===== src/rtl/oflow_fe_scheduler.sv =====
// rtl/oflow_fe_scheduler.sv - frame sequencer dispatching bboxes round-robin to NUM_PE feature-extraction units
// Accepts one frame of bboxes, starts free units, collects their results and pulses frame_done.
module oflow_fe_scheduler #(
  parameter int NUM_PE = 4,
  parameter int BBOX_W = 128,
  parameter int CNT_W  = 8,
  localparam int ID_W  = (NUM_PE > 1) ? $clog2(NUM_PE) : 1
) (
  input  logic              clk,
  input  logic              reset_N,
  input  logic              start_frame,
  input  logic [CNT_W-1:0]  num_bbox,
  input  logic [BBOX_W-1:0] bbox_in,
  input  logic              bbox_valid,
  output logic              bbox_ready,
  output logic [BBOX_W-1:0] pe_bbox,
  output logic [NUM_PE-1:0] pe_start_fe,
  input  logic [NUM_PE-1:0] pe_done_fe,
  output logic              res_valid,
  output logic [ID_W-1:0]   res_pe_id,
  input  logic              res_ready,
  output logic              frame_done
);

  typedef enum logic [1:0] {S_IDLE, S_DISPATCH, S_DRAIN, S_DONE} state_e;

  state_e            state_q, state_d;
  logic [CNT_W-1:0]  num_q, num_d;
  logic [CNT_W-1:0]  issued_q, issued_d;
  logic [CNT_W-1:0]  done_q, done_d;
  logic [NUM_PE-1:0] busy_q, busy_d;
  logic [NUM_PE-1:0] start_q, start_d;
  logic [1:0]        holdoff_q [NUM_PE];
  logic [1:0]        holdoff_d [NUM_PE];
  logic [ID_W-1:0]   rr_q, rr_d;
  logic [BBOX_W-1:0] bbox_q, bbox_d;
  logic              frame_done_q, frame_done_d;

  logic [NUM_PE-1:0] pend;
  logic [ID_W-1:0]   res_id, sel, cand;
  logic              sel_found, ready_c, res_valid_c, dispatch, collect, collect_ok;

  // Free units come from registered busy, so a unit collected this cycle is not selectable yet.
  always_comb begin
    collect_ok = (state_q == S_DISPATCH) || (state_q == S_DRAIN);
    pend = '0;
    for (int i = 0; i < NUM_PE; i++) begin
      pend[i] = collect_ok && busy_q[i] && (holdoff_q[i] == 2'd0) && pe_done_fe[i];
    end
    res_id = '0;
    for (int i = NUM_PE - 1; i >= 0; i--) begin
      if (pend[i]) res_id = ID_W'(i);
    end
    res_valid_c = |pend;
    ready_c     = (state_q == S_DISPATCH) && !(&busy_q) && (issued_q < num_q);
    sel         = '0;
    cand        = '0;
    sel_found   = 1'b0;
    for (int k = 0; k < NUM_PE; k++) begin
      cand = ID_W'((int'(rr_q) + k) % NUM_PE);
      if (!sel_found && !busy_q[cand]) begin
        sel       = cand;
        sel_found = 1'b1;
      end
    end
    dispatch = bbox_valid && ready_c;
    collect  = res_valid_c && res_ready;
  end

  always_comb begin
    state_d      = state_q;
    num_d        = num_q;
    issued_d     = issued_q;
    done_d       = done_q;
    busy_d       = busy_q;
    rr_d         = rr_q;
    bbox_d       = bbox_q;
    start_d      = '0;
    frame_done_d = (state_q == S_DONE);
    // holdoff masks the done level still high from the unit's previous job
    for (int i = 0; i < NUM_PE; i++) begin
      holdoff_d[i] = (holdoff_q[i] != 2'd0) ? holdoff_q[i] - 2'd1 : 2'd0;
    end
    if (collect) begin
      busy_d[res_id] = 1'b0;
      done_d         = done_q + CNT_W'(1);
    end
    if (dispatch) begin
      busy_d[sel]    = 1'b1;
      holdoff_d[sel] = 2'd2;
      start_d[sel]   = 1'b1;
      bbox_d         = bbox_in;
      rr_d           = (sel == ID_W'(NUM_PE - 1)) ? '0 : sel + ID_W'(1);
      issued_d       = issued_q + CNT_W'(1);
    end
    unique case (state_q)
      S_IDLE: begin
        if (start_frame) begin
          num_d    = num_bbox;
          issued_d = '0;
          done_d   = '0;
          state_d  = (num_bbox == '0) ? S_DONE : S_DISPATCH;
        end
      end
      S_DISPATCH: if (issued_d == num_q) state_d = S_DRAIN;
      S_DRAIN:    if (done_q == num_q) state_d = S_DONE;
      S_DONE:     state_d = S_IDLE;
      default:    state_d = S_IDLE;
    endcase
  end

  always_ff @(posedge clk or negedge reset_N) begin
    if (!reset_N) begin
      state_q      <= S_IDLE;
      num_q        <= '0;
      issued_q     <= '0;
      done_q       <= '0;
      busy_q       <= '0;
      start_q      <= '0;
      rr_q         <= '0;
      bbox_q       <= '0;
      frame_done_q <= 1'b0;
      for (int i = 0; i < NUM_PE; i++) holdoff_q[i] <= 2'd0;
    end else begin
      state_q      <= state_d;
      num_q        <= num_d;
      issued_q     <= issued_d;
      done_q       <= done_d;
      busy_q       <= busy_d;
      start_q      <= start_d;
      rr_q         <= rr_d;
      bbox_q       <= bbox_d;
      frame_done_q <= frame_done_d;
      for (int i = 0; i < NUM_PE; i++) holdoff_q[i] <= holdoff_d[i];
    end
  end

  assign bbox_ready  = ready_c;
  assign pe_bbox     = bbox_q;
  assign pe_start_fe = start_q;
  assign res_valid   = res_valid_c;
  assign res_pe_id   = res_id;
  assign frame_done  = frame_done_q;

endmodule


===== config.mk =====
export PLATFORM = sky130hd
export DESIGN_NAME = oflow_fe_scheduler
export DESIGN_NICKNAME = d
export VERILOG_FILES = /design/src/rtl/oflow_fe_scheduler.sv
export SDC_FILE = /design/constraint.sdc
export NUM_CORES = 1
export LEC_CHECK = 0
export BUFFER_PORTS_ARGS = -buffer_cell sky130_fd_sc_hd__buf_2
export CORE_ASPECT_RATIO = 2
export CORE_MARGIN = 3
export CORE_UTILIZATION = 49
export CTS_CLUSTER_SIZE = 24
export DETAILED_ROUTE_END_ITERATION = 10
export GPL_TIMING_DRIVEN = 0
export PLACE_DENSITY = 0.81
export SLEW_MARGIN = 10
export SYNTH_ARGS = -nofsm -noshare
export SYNTH_HDL_FRONTEND = slang
export SYNTH_SLANG_ARGS = --single-unit

===== constraint.sdc =====
create_clock -name clk -period 2.8 [get_ports clk]
set_input_delay 0.28 -clock clk [delete_from_list [all_inputs] [get_ports clk]]
set_output_delay 0.28 -clock clk [all_outputs]
set_load 0.05 [all_outputs]

[Word level (Yosys, flattened, before mapping)]
Cells that the tools add are included.
Storage, ports and cells
  register bits after elaboration: 173
  input bits: 145
  output and inout bits: 137
  word-level logic and storage cells: 138
Operators by class
  add/subtract/negate cells: 10
  magnitude comparators: 11
  equal/unequal tests: 9
  muxes and demuxes: 45
  bitwise gates (word level): 7
  reductions and logical operators: 43
Operator list (number)
  $mux W8: 7
  $mux W2: 18
  $logic_and A1 B1 Y1: 22
  $lt A2 B3 Y1 const B: 6
  $add A8 B1 Y8 const B: 2
  $eq A8 B8 Y1: 2
  $mux W4: 3
  $logic_not A2 Y1: 5
  $mux W1: 9
  $and A4 B4 Y4: 2
  $bmux W1 S2: 4
  $logic_not A8 Y1: 1
  $lt A8 B8 Y1: 1
  $not A4 Y4: 2
  $or A4 B4 Y4: 2
  $pmux W2 S4: 1
  $reduce_bool A2 Y1: 4
  $sub A2 B1 Y2 const B: 4
  $eq A2 B2 Y1 const B: 3
  $logic_not A1 Y1: 6
  $add A2 B1 Y2 const B: 2
  $add A2 B2 Y2 const B: 2
  $demux W1 S2: 2
  $demux W2 S2: 1
  12 further kinds: 14

[Depth between registers and ports, before layout]
Gate-level depths: netlist of the first run.
  depth after elaboration: 20
  gate-level depth with buffers: 11
  gate-level depth less buffers: 10

[Worst setup path before layout of the first run]
OpenSTA, ideal clock, no wires.
  path kind: reg2reg
  start point: reg issued_q[2]
  end point: reg state_q[0]
  arrival time: 2.423 ns
  data required time: 2.674 ns
  path slack: 0.251 ns
  stages on the path, launching flop included: 10
  path buffers: 0
  period minus slack after synthesis: 2.549 ns
  cell sequence: dfrtp_1 > ha_1 > a211oi_1 > o21ai_1 > a211oi_2 > nand4_1 > xnor2_1 > a211o_1 > o32a_1 > mux2i_1
Between the ends
  word-level cells in the longest chain between the ends: 7
  elaborated cells on any way between the ends: 8
  those cells by class: 1 x add/sub; 1 x order compare; 2 x eq/ne; 1 x mux; 3 x reduce/logical
RTL lines
  start: declaration: RTL line 29  | logic [CNT_W-1:0] issued_q, issued_d;
  start signal: assignment: RTL line 127  | issued_q <= issued_d;
  $lt A8 B8 Y1: RTL line 55  | ready_c = (state_q == S_DISPATCH) && !(&busy_q) && (issued_q < num_q);
  $logic_and A1 B1 Y1: RTL line 55
  $logic_and A1 B1 Y1: RTL line 66  | dispatch = bbox_valid && ready_c;
  $mux W8 *: RTL line 88  | if (dispatch) begin
  $eq A8 B8 Y1 *: RTL line 105  | S_DISPATCH: if (issued_d == num_q) state_d = S_DRAIN;
  $ne A2 B1 Y1 (no source line) *
  $reduce_and A3 Y1 (no source line) *
  end signal: assignment: RTL line 125  | state_q <= state_d;
  end: declaration: RTL line 27  | state_e state_q, state_d;
Every way passes the cells marked *; elsewhere a longest branch is shown, timed or not.
A chain may end at the register's enable or synchronous reset.

[Worst setup path after layout of the first run]
  start point: reg num_q[5]
  end point: reg state_q[0]
Between the ends
  word-level cells in the longest chain between the ends: 7
  elaborated cells on any way between the ends: 9
  those cells by class: 1 x order compare; 4 x eq/ne; 1 x mux; 3 x reduce/logical
RTL lines
  start: declaration: RTL line 28  | logic [CNT_W-1:0] num_q, num_d;
  start signal: assignment: RTL line 126  | num_q <= num_d;
  $lt A8 B8 Y1: RTL line 55
  $logic_and A1 B1 Y1: RTL line 55
  $logic_and A1 B1 Y1: RTL line 66
  $mux W8: RTL line 88
  $eq A8 B8 Y1: RTL line 105
  $ne A2 B1 Y1 (no source line)
  $reduce_and A3 Y1 (no source line) *
Marked as above.

==> flow_metrics.env, run 1 <==
export IMPL_critical_path_top_delay_family="compound AO/OA/AOI/OAI gates"
export IMPL_worstSetupPathType="reg -> reg"
export IMPL_synth_async_reset_ratio_pct=100
export IMPL_yosysTopAreaCellShare_pct=59.7
export IMPL_synth_edf_count=0
export IMPL_grt_pass1_wl_microns=28600
export IMPL_regToRegSetupSlack_ns=0.05
export IMPL_rows=62
export IMPL_reg2reg_depth=11
export IMPL_synthFlopType="dfrtp_1"
export IMPL_final_nets=1019
export IMPL_timing_hold_violations_final=0
export IMPL_routedWlPerCell_microns=17.7
export IMPL_yosysUniqueCellTypes=39
export IMPL_hold_end="pe_bbox[111]"
export IMPL_core_area_sq_um=14400
export IMPL_initial_utilization_pct=50.2
export IMPL_die_h_microns=178
export IMPL_cp_data_required_time_ns=3.09
export IMPL_grt_max_degree=108
export IMPL_hold_path_cell_count=2
export IMPL_fmax_mhz=364
export IMPL_use_met3_pct=6.04
export IMPL_cts_buffers=17
export IMPL_yosysSeqAreaShare_pct=59.7
export IMPL_cap_violations=0
export IMPL_num_vias=5380
export IMPL_post_route_util_pct=68.2
export IMPL_crit_path_start_kind="flop"
export IMPL_synth_seq_cells=173
export IMPL_worst_path_max_fanout=4
export IMPL_fin_crit_ns=2.75
export IMPL_io_buffers=281
export IMPL_fin_crit_sh_pct=98.2
export IMPL_yosys_area_top_type="dfrtp_1"
export IMPL_finalSetupViolations=0
export IMPL_cts_max_path_buffers=2
export IMPL_grt_busiest_layer="met2"
export IMPL_slowest_stage="dfrtp_1"
export IMPL_fp_dieW_microns=92.0
export IMPL_path_clk_slew_ns=0.06
export IMPL_dpl_hpwl_microns=14100
export IMPL_final_common_cell="buf_2"
export IMPL_grt_total_usage_pct=22.8
export IMPL_drc=0
export IMPL_die_area_sq_um=16400
export IMPL_synth_area_top_cells="dfrtp_1 (60%), mux2_2 (20%), ha_1 (3.1%)"
export IMPL_area_growth_pct=35.8
export IMPL_critical_path_buf_inv_count=3
export IMPL_cts_tree="yes"
export IMPL_final_cell_mix="buf_2 (292), dfrtp_1 (166), mux2_2 (130), nand2_1 (27), nor2_1 (25)"
export IMPL_r2r_start="num_q[5]"
export IMPL_worst_pin_slew_ns=0.570
export IMPL_ios=282
export IMPL_rsz0062_at_grt="true"
export IMPL_grt_pass1_vias=5768
export IMPL_h_tree_depth=4
export IMPL_critPathCaptureType="flop"
export IMPL_drtPass1Iterations=4
export IMPL_use_met1_pct=22.7
export IMPL_clkLatencyLatePin_ns=0.42
export IMPL_final_max_slew_viol_count=0
export IMPL_antennaDiodeCount=0
export IMPL_syn_num_nets=693
export IMPL_drt_iter0_drc=146
export IMPL_drive_gt1_share_pct=58.7
export IMPL_overflow=0
export IMPL_slew_headroom_pct=61.7
export IMPL_cp_cell_sequence="inv_2 -> ha_4 -> a21oi_4 -> o2111ai_2 -> a211oi_2 -> buf_4 -> clkdlybuf4s15_2 -> o21ai_0 -> a211o_1 -> o32a_1 -> mux2i_1"
export IMPL_max_stage_delay_ns=0.40
export IMPL_outcome="complete, no violations"
export IMPL_gp_congestion=0.903
export IMPL_final_setup_skew_ns=0.0130
export IMPL_antenna_left=0
export IMPL_yosysWarnings=0
export IMPL_grt_antenna_before_repair=1
export IMPL_use_met2_pct=42.5
export IMPL_root_buffer="clkbuf_16"
export IMPL_drt_vias_per_instance=5.09
export IMPL_synth_area_sq_um=7250
export IMPL_fin_setup_tns_ns=0
export IMPL_critical_path_arrival_ns=3.04
export IMPL_postRouteWirelength_microns=18700
export IMPL_min_delay_start="bbox_in[111]"
export IMPL_synthCells=530
export IMPL_r2r_end="state_q[0]"
export IMPL_clock_sinks=173
export IMPL_avgSynthCellArea_sq_um=13.7
export IMPL_hold_path_class="in -> reg"
## cells by family after synthesis
| logic type | count (synthesis) | share of synthesized area (%) |
|---|---|---|
| compound gates | 39 | 3.33 |
| fa+ha+maj | 18 | 3.11 |
| xor+xnor | 35 | 4.42 |
| simple gates | 94 | 6.51 |
| mux | 134 | 20.7 |
| buf+inv | 37 | 2.17 |
| flops | 173 | 59.7 |
## timing repair
item	CTS	global route
hold buffers	1	0
hold endpoints to repair	66	0
gates cloned	1	0
pin swaps	6	6
gates resized for setup	12	22
setup buffers	8	15
endpoints found under the setup margin	128	133
## synth_stat cells, types with 2 or more instances
master,instances
nor2b_1,3
xor2_1,14
and2_1,4
mux2i_1,4
inv_1,17
nor4bb_1,2
buf_2,12
xnor2_1,20
nand4_2,2
a21oi_1,7
a21o_1,5
clkbuf_1,7
a31oi_1,3
nand3_1,7
o21ai_0,13
nand4_1,9
nor4_1,3
ha_1,18
dfrtp_1,173
nand2_1,28
and3_1,2
nor3b_1,4
nor2_1,26
o21ai_1,3
mux2_2,130
## per-layer routing
metal	share of wire (%)	vias up	routed length (microns)
met3	6.2	48	1160
met5	0.037	-	7
met2	57	219	10600
li1	-	2479	-
met1	33	2632	6200
met4	4.0	2	751
## how the worst max path moves through the flow
stage | start | to | slack (ns) | depth (start not counted)
finish | num_q[5] | state_q[0] | 0.05 | 11
global route | issued_q[6] | state_q[0] | -0.07 | 11
CTS | num_q[2] | state_q[0] | 0.002 | 12
detailed placement | num_q[2] | pe_bbox[25] | -0.42 | 9
global placement | reset_N | pe_bbox[62] | -1.24 | 1
floorplan | issued_q[2] | state_q[0] | 0.25 | 9
## metrics by stage
stage                     worst slack, ns  hold slack, ns  std cells  cell area [sq um]
final                              0.0497          0.0864       1056               9840
after global routing              -0.0656          0.0754       1056               9840
after CTS                         0.00159          0.0712       1041               9640
after detailed placement           -0.424           0.258       1004               8930
after global placement              -1.24           0.445       1003               8900
after floorplan                     0.251         -0.0156        530               7250
## sequential cells by signal (all words and copies together), names as in the netlist
signal / cells
rr_q: 2
done_q: 8
holdoff_q: 8
state_q: 2
busy_q: 4
issued_q: 8
pe_bbox: 128
num_q: 8
pe_start_fe: 4
frame_done: 1
## worst register-to-register path: cells and delay by family, from the launching register on
family | cells | cell delay (ns)
mux | 1 | 0.15
compound gates | 6 | 1.37
buf+inv | 3 | 0.50
flops | 1 | 0.40
fa+ha+maj | 1 | 0.20
## layout make-up
| type | count | area (sq um) |
|---|---|---|
| multi-input cells | 320 | 2880 |
| fillers | 1085 | 4580 |
| plain buffers | 20 | 97.6 |
| inverters | 17 | 63.8 |
| well taps | 192 | 240 |
| clock inverters | 7 | 143 |
| clock buffers | 20 | 447 |
| repair buffers | 307 | 1640 |
| flip-flops and latches | 173 | 4340 |
Power of run 1 is not shown: default switching activity piles up to over one toggle a cycle in this logic, so the estimate is an artifact.
==> run 2: changes to the inputs <==
--- a/config.mk
+++ b/config.mk
@@ -8,11 +8,13 @@
 export BUFFER_PORTS_ARGS = -buffer_cell sky130_fd_sc_hd__buf_2
 export CORE_ASPECT_RATIO = 2
 export CORE_MARGIN = 3
-export CORE_UTILIZATION = 49
+export CORE_UTILIZATION = 51
+export CTS_BUF_LIST = sky130_fd_sc_hd__clkbuf_4
 export CTS_CLUSTER_SIZE = 24
 export DETAILED_ROUTE_END_ITERATION = 10
 export GPL_TIMING_DRIVEN = 0
-export PLACE_DENSITY = 0.81
+export PLACE_DENSITY = 0.84
+export SKIP_CTS_REPAIR_TIMING = 1
 export SLEW_MARGIN = 10
 export SYNTH_ARGS = -nofsm -noshare
 export SYNTH_HDL_FRONTEND = slang
==> run 2 against run 1 <==
  * Critical path depth is the same
  * Count of clock-buffer cells in the layout shrank 3
  * Global-route usage grew 0.19 points
  * Via count grew 13%
  * Register-to-register slack is essentially flat
  * Worst hold slack gained 0.14 ns
  * Critical path type unchanged
  * Sequential share of layout area shrank 3.6 points
  * Die area shrank 3.7%
  * Non-clock buffer count grew 122
==> flow_metrics.env, run 2 (synthesized netlist as in run 1, its figures left out) <==
export IMPL_clock_sinks=173
export IMPL_gp_congestion=0.883
export IMPL_drive_gt1_share_pct=49.1
export IMPL_area_growth_pct=47.9
export IMPL_critical_path_arrival_ns=3.25
export IMPL_fin_crit_sh_pct=98.7
export IMPL_overflow=0
export IMPL_regToRegSetupSlack_ns=0.04
export IMPL_final_setup_skew_ns=0.0380
export IMPL_worst_pin_slew_ns=0.691
export IMPL_fmax_mhz=362
export IMPL_ios=282
export IMPL_timing_hold_violations_final=0
export IMPL_routed_top_layer="met4"
export IMPL_wl_met2_microns=12700
export IMPL_routedWlPerCell_microns=18.9
export IMPL_critical_path_top_delay_family="compound AO/OA/AOI/OAI gates"
export IMPL_path_clk_slew_ns=0.17
export IMPL_wl_met1_microns=7350
export IMPL_die_area_sq_um=15800
export IMPL_cts_max_path_buffers=2
export IMPL_die_h_microns=175
export IMPL_worst_slack_ns=0.0358
export IMPL_slew_headroom_pct=53.7
export IMPL_drtPass1Iterations=4
export IMPL_power_density_nw_per_um2=1310
export IMPL_hold_path_class="in -> async"
export IMPL_dpl_hpwl_microns=14100
export IMPL_multi_input_area_sq_um=2820
export IMPL_r2r_start="num_q[6]"
export IMPL_max_stage_delay_ns=0.45
export IMPL_cp_depth=11
export IMPL_final_max_slew_viol_count=0
export IMPL_power_leakage_nw=5.24
export IMPL_rows=61
export IMPL_largest_reg_flops=128
export IMPL_outcome="complete, no violations"
export IMPL_crit_start="num_q[6]"
export IMPL_slowest_stage="dfrtp_2"
export IMPL_critical_path_buf_inv_count=2
export IMPL_final_nets=1141
export IMPL_critPathCaptureType="flop"
export IMPL_grt_antenna_before_repair=2
export IMPL_initial_utilization_pct=52.2
export IMPL_clkLatencyLatePin_ns=0.55
export IMPL_cp_data_required_time_ns=3.28
export IMPL_dp_cells=1001
export IMPL_cp_cell_sequence="inv_1 -> ha_1 -> nand2_2 -> o2111ai_2 -> a211oi_2 -> buf_4 -> nand4_1 -> xnor2_1 -> a211o_1 -> o32a_1 -> mux2i_1"
export IMPL_fin_crit_ns=2.76
export IMPL_crit_path_start_kind="flop"
export IMPL_regArea_sq_um=4340
export IMPL_final_cell_mix="buf_2 (292), dfrtp_1 (168), dlygate4sd3_1 (138), mux2_2 (130), nand2_1 (27)"
export IMPL_grt_pass1_wl_microns=28500
export IMPL_post_route_util_pct=77.2
export IMPL_cts_buffers=17
export IMPL_reg2reg_depth=11
export IMPL_routed_wl_met3_microns=1310
export IMPL_postRouteWirelength_microns=22400
export IMPL_cts_tree="yes"
export IMPL_h_tree_depth=4
export IMPL_antenna_left=0
export IMPL_worst_path_max_fanout=3
export IMPL_dp_slack_ns=-0.343
export IMPL_fp_dieW_microns=90.3
export IMPL_cap_violations=0
export IMPL_fin_cells=1182
export IMPL_r2r_end="state_q[0]"
export IMPL_grt_max_degree=110
export IMPL_num_vias=6078
export IMPL_finalSetupViolations=0
export IMPL_worstSetupPathType="reg -> reg"
export IMPL_root_buffer="clkbuf_4"
export IMPL_critical_path_endpoint="state_q[0]"
export IMPL_peakVddDrop_mv=0.953
export IMPL_grt_pass1_vias=5756
export IMPL_drt_vias_per_instance=5.14
export IMPL_nFillCells=881
export IMPL_drc=0
export IMPL_drt_iter0_drc=210
export IMPL_grt_total_usage_pct=23.0
export IMPL_final_common_cell="buf_2"
export IMPL_io_buffers=281
export IMPL_core_area_sq_um=13900
[run 2: changes by cell type in the layout (fill, tap and decap cells not counted), sizes merged]
cell	previous run	this run
bufinv	4	0
clkinvlp	3	0
diode	0	2
clkbuf	27	24
buf	318	304
dlygate4sd3	1	138
clkdlybuf4s15	1	0
inv	17	27
clkinv	0	5
[run 2: worst register-to-register path, delay by kind of cell, from the launching register on]
kind / cells / cell delay, ns
AO/OA/AOI/OAI: 4 / 1.06
flip-flops: 1 / 0.45
adder cells (fa/ha/maj): 1 / 0.31
AND/OR/NAND/NOR: 2 / 0.29
buffers and inverters: 2 / 0.22
XOR/XNOR: 1 / 0.20
multiplexers: 1 / 0.18
[run 2: area by class of cell]
cell class                      count  area share (%)
Clock inverter                     15            1.33
Clock buffer                       17            1.19
Sequential cell                   173            40.4
Inverter                           17           0.595
Tap cell                          189            2.21
Buffer                             20           0.899
Timing Repair Buffer              429            27.0
Multi-Input combinational cell    320            26.3
Antenna cell                        2          0.0467
[run 2: layer usage]
metal	up-vias	GRT usage, %
met5	-	0
met4	0	8.82
met3	79	6.29
met2	248	44.0
met1	3020	23.1
li1	2731	-
[run 2: worst min path at each step]
stage | to | slack [ns] | cells past startpoint
final | state_q[0] | 0.22 | 2
after global routing | pe_bbox[119] | 0.22 | 2
after CTS | frame_done | -0.39 | 1
after detailed placement | frame_done | 0.25 | 1
after global placement | holdoff_q[0] | 0.44 | 1
after floorplan | busy_q[0] | -0.02 | 0
[run 2: power breakdown]
group / internal, W / switching, W
Combinational: 0.00252 / 0.00565
Clock: 0.000403 / 0.000993
Sequential: 0.00365 / 0.000803
Total: 0.00657 / 0.00745
[run 2: metrics by stage]
step           area [sq um]  setup TNS (ns)  hold WS, ns  power [W]
2_1_floorplan          7250               0      -0.0156     0.0102
3_3_place_gp           8890         -235.69        0.443     0.0119
3_5_place_dp           8930          -34.26        0.252     0.0121
4_1_cts                9200          -40.57       -0.387     0.0135
5_1_grt               10700          -0.102        0.223     0.0147
6_report              10700               0        0.222     0.0140
No activity file was read; power rests on OpenSTA's default activity.
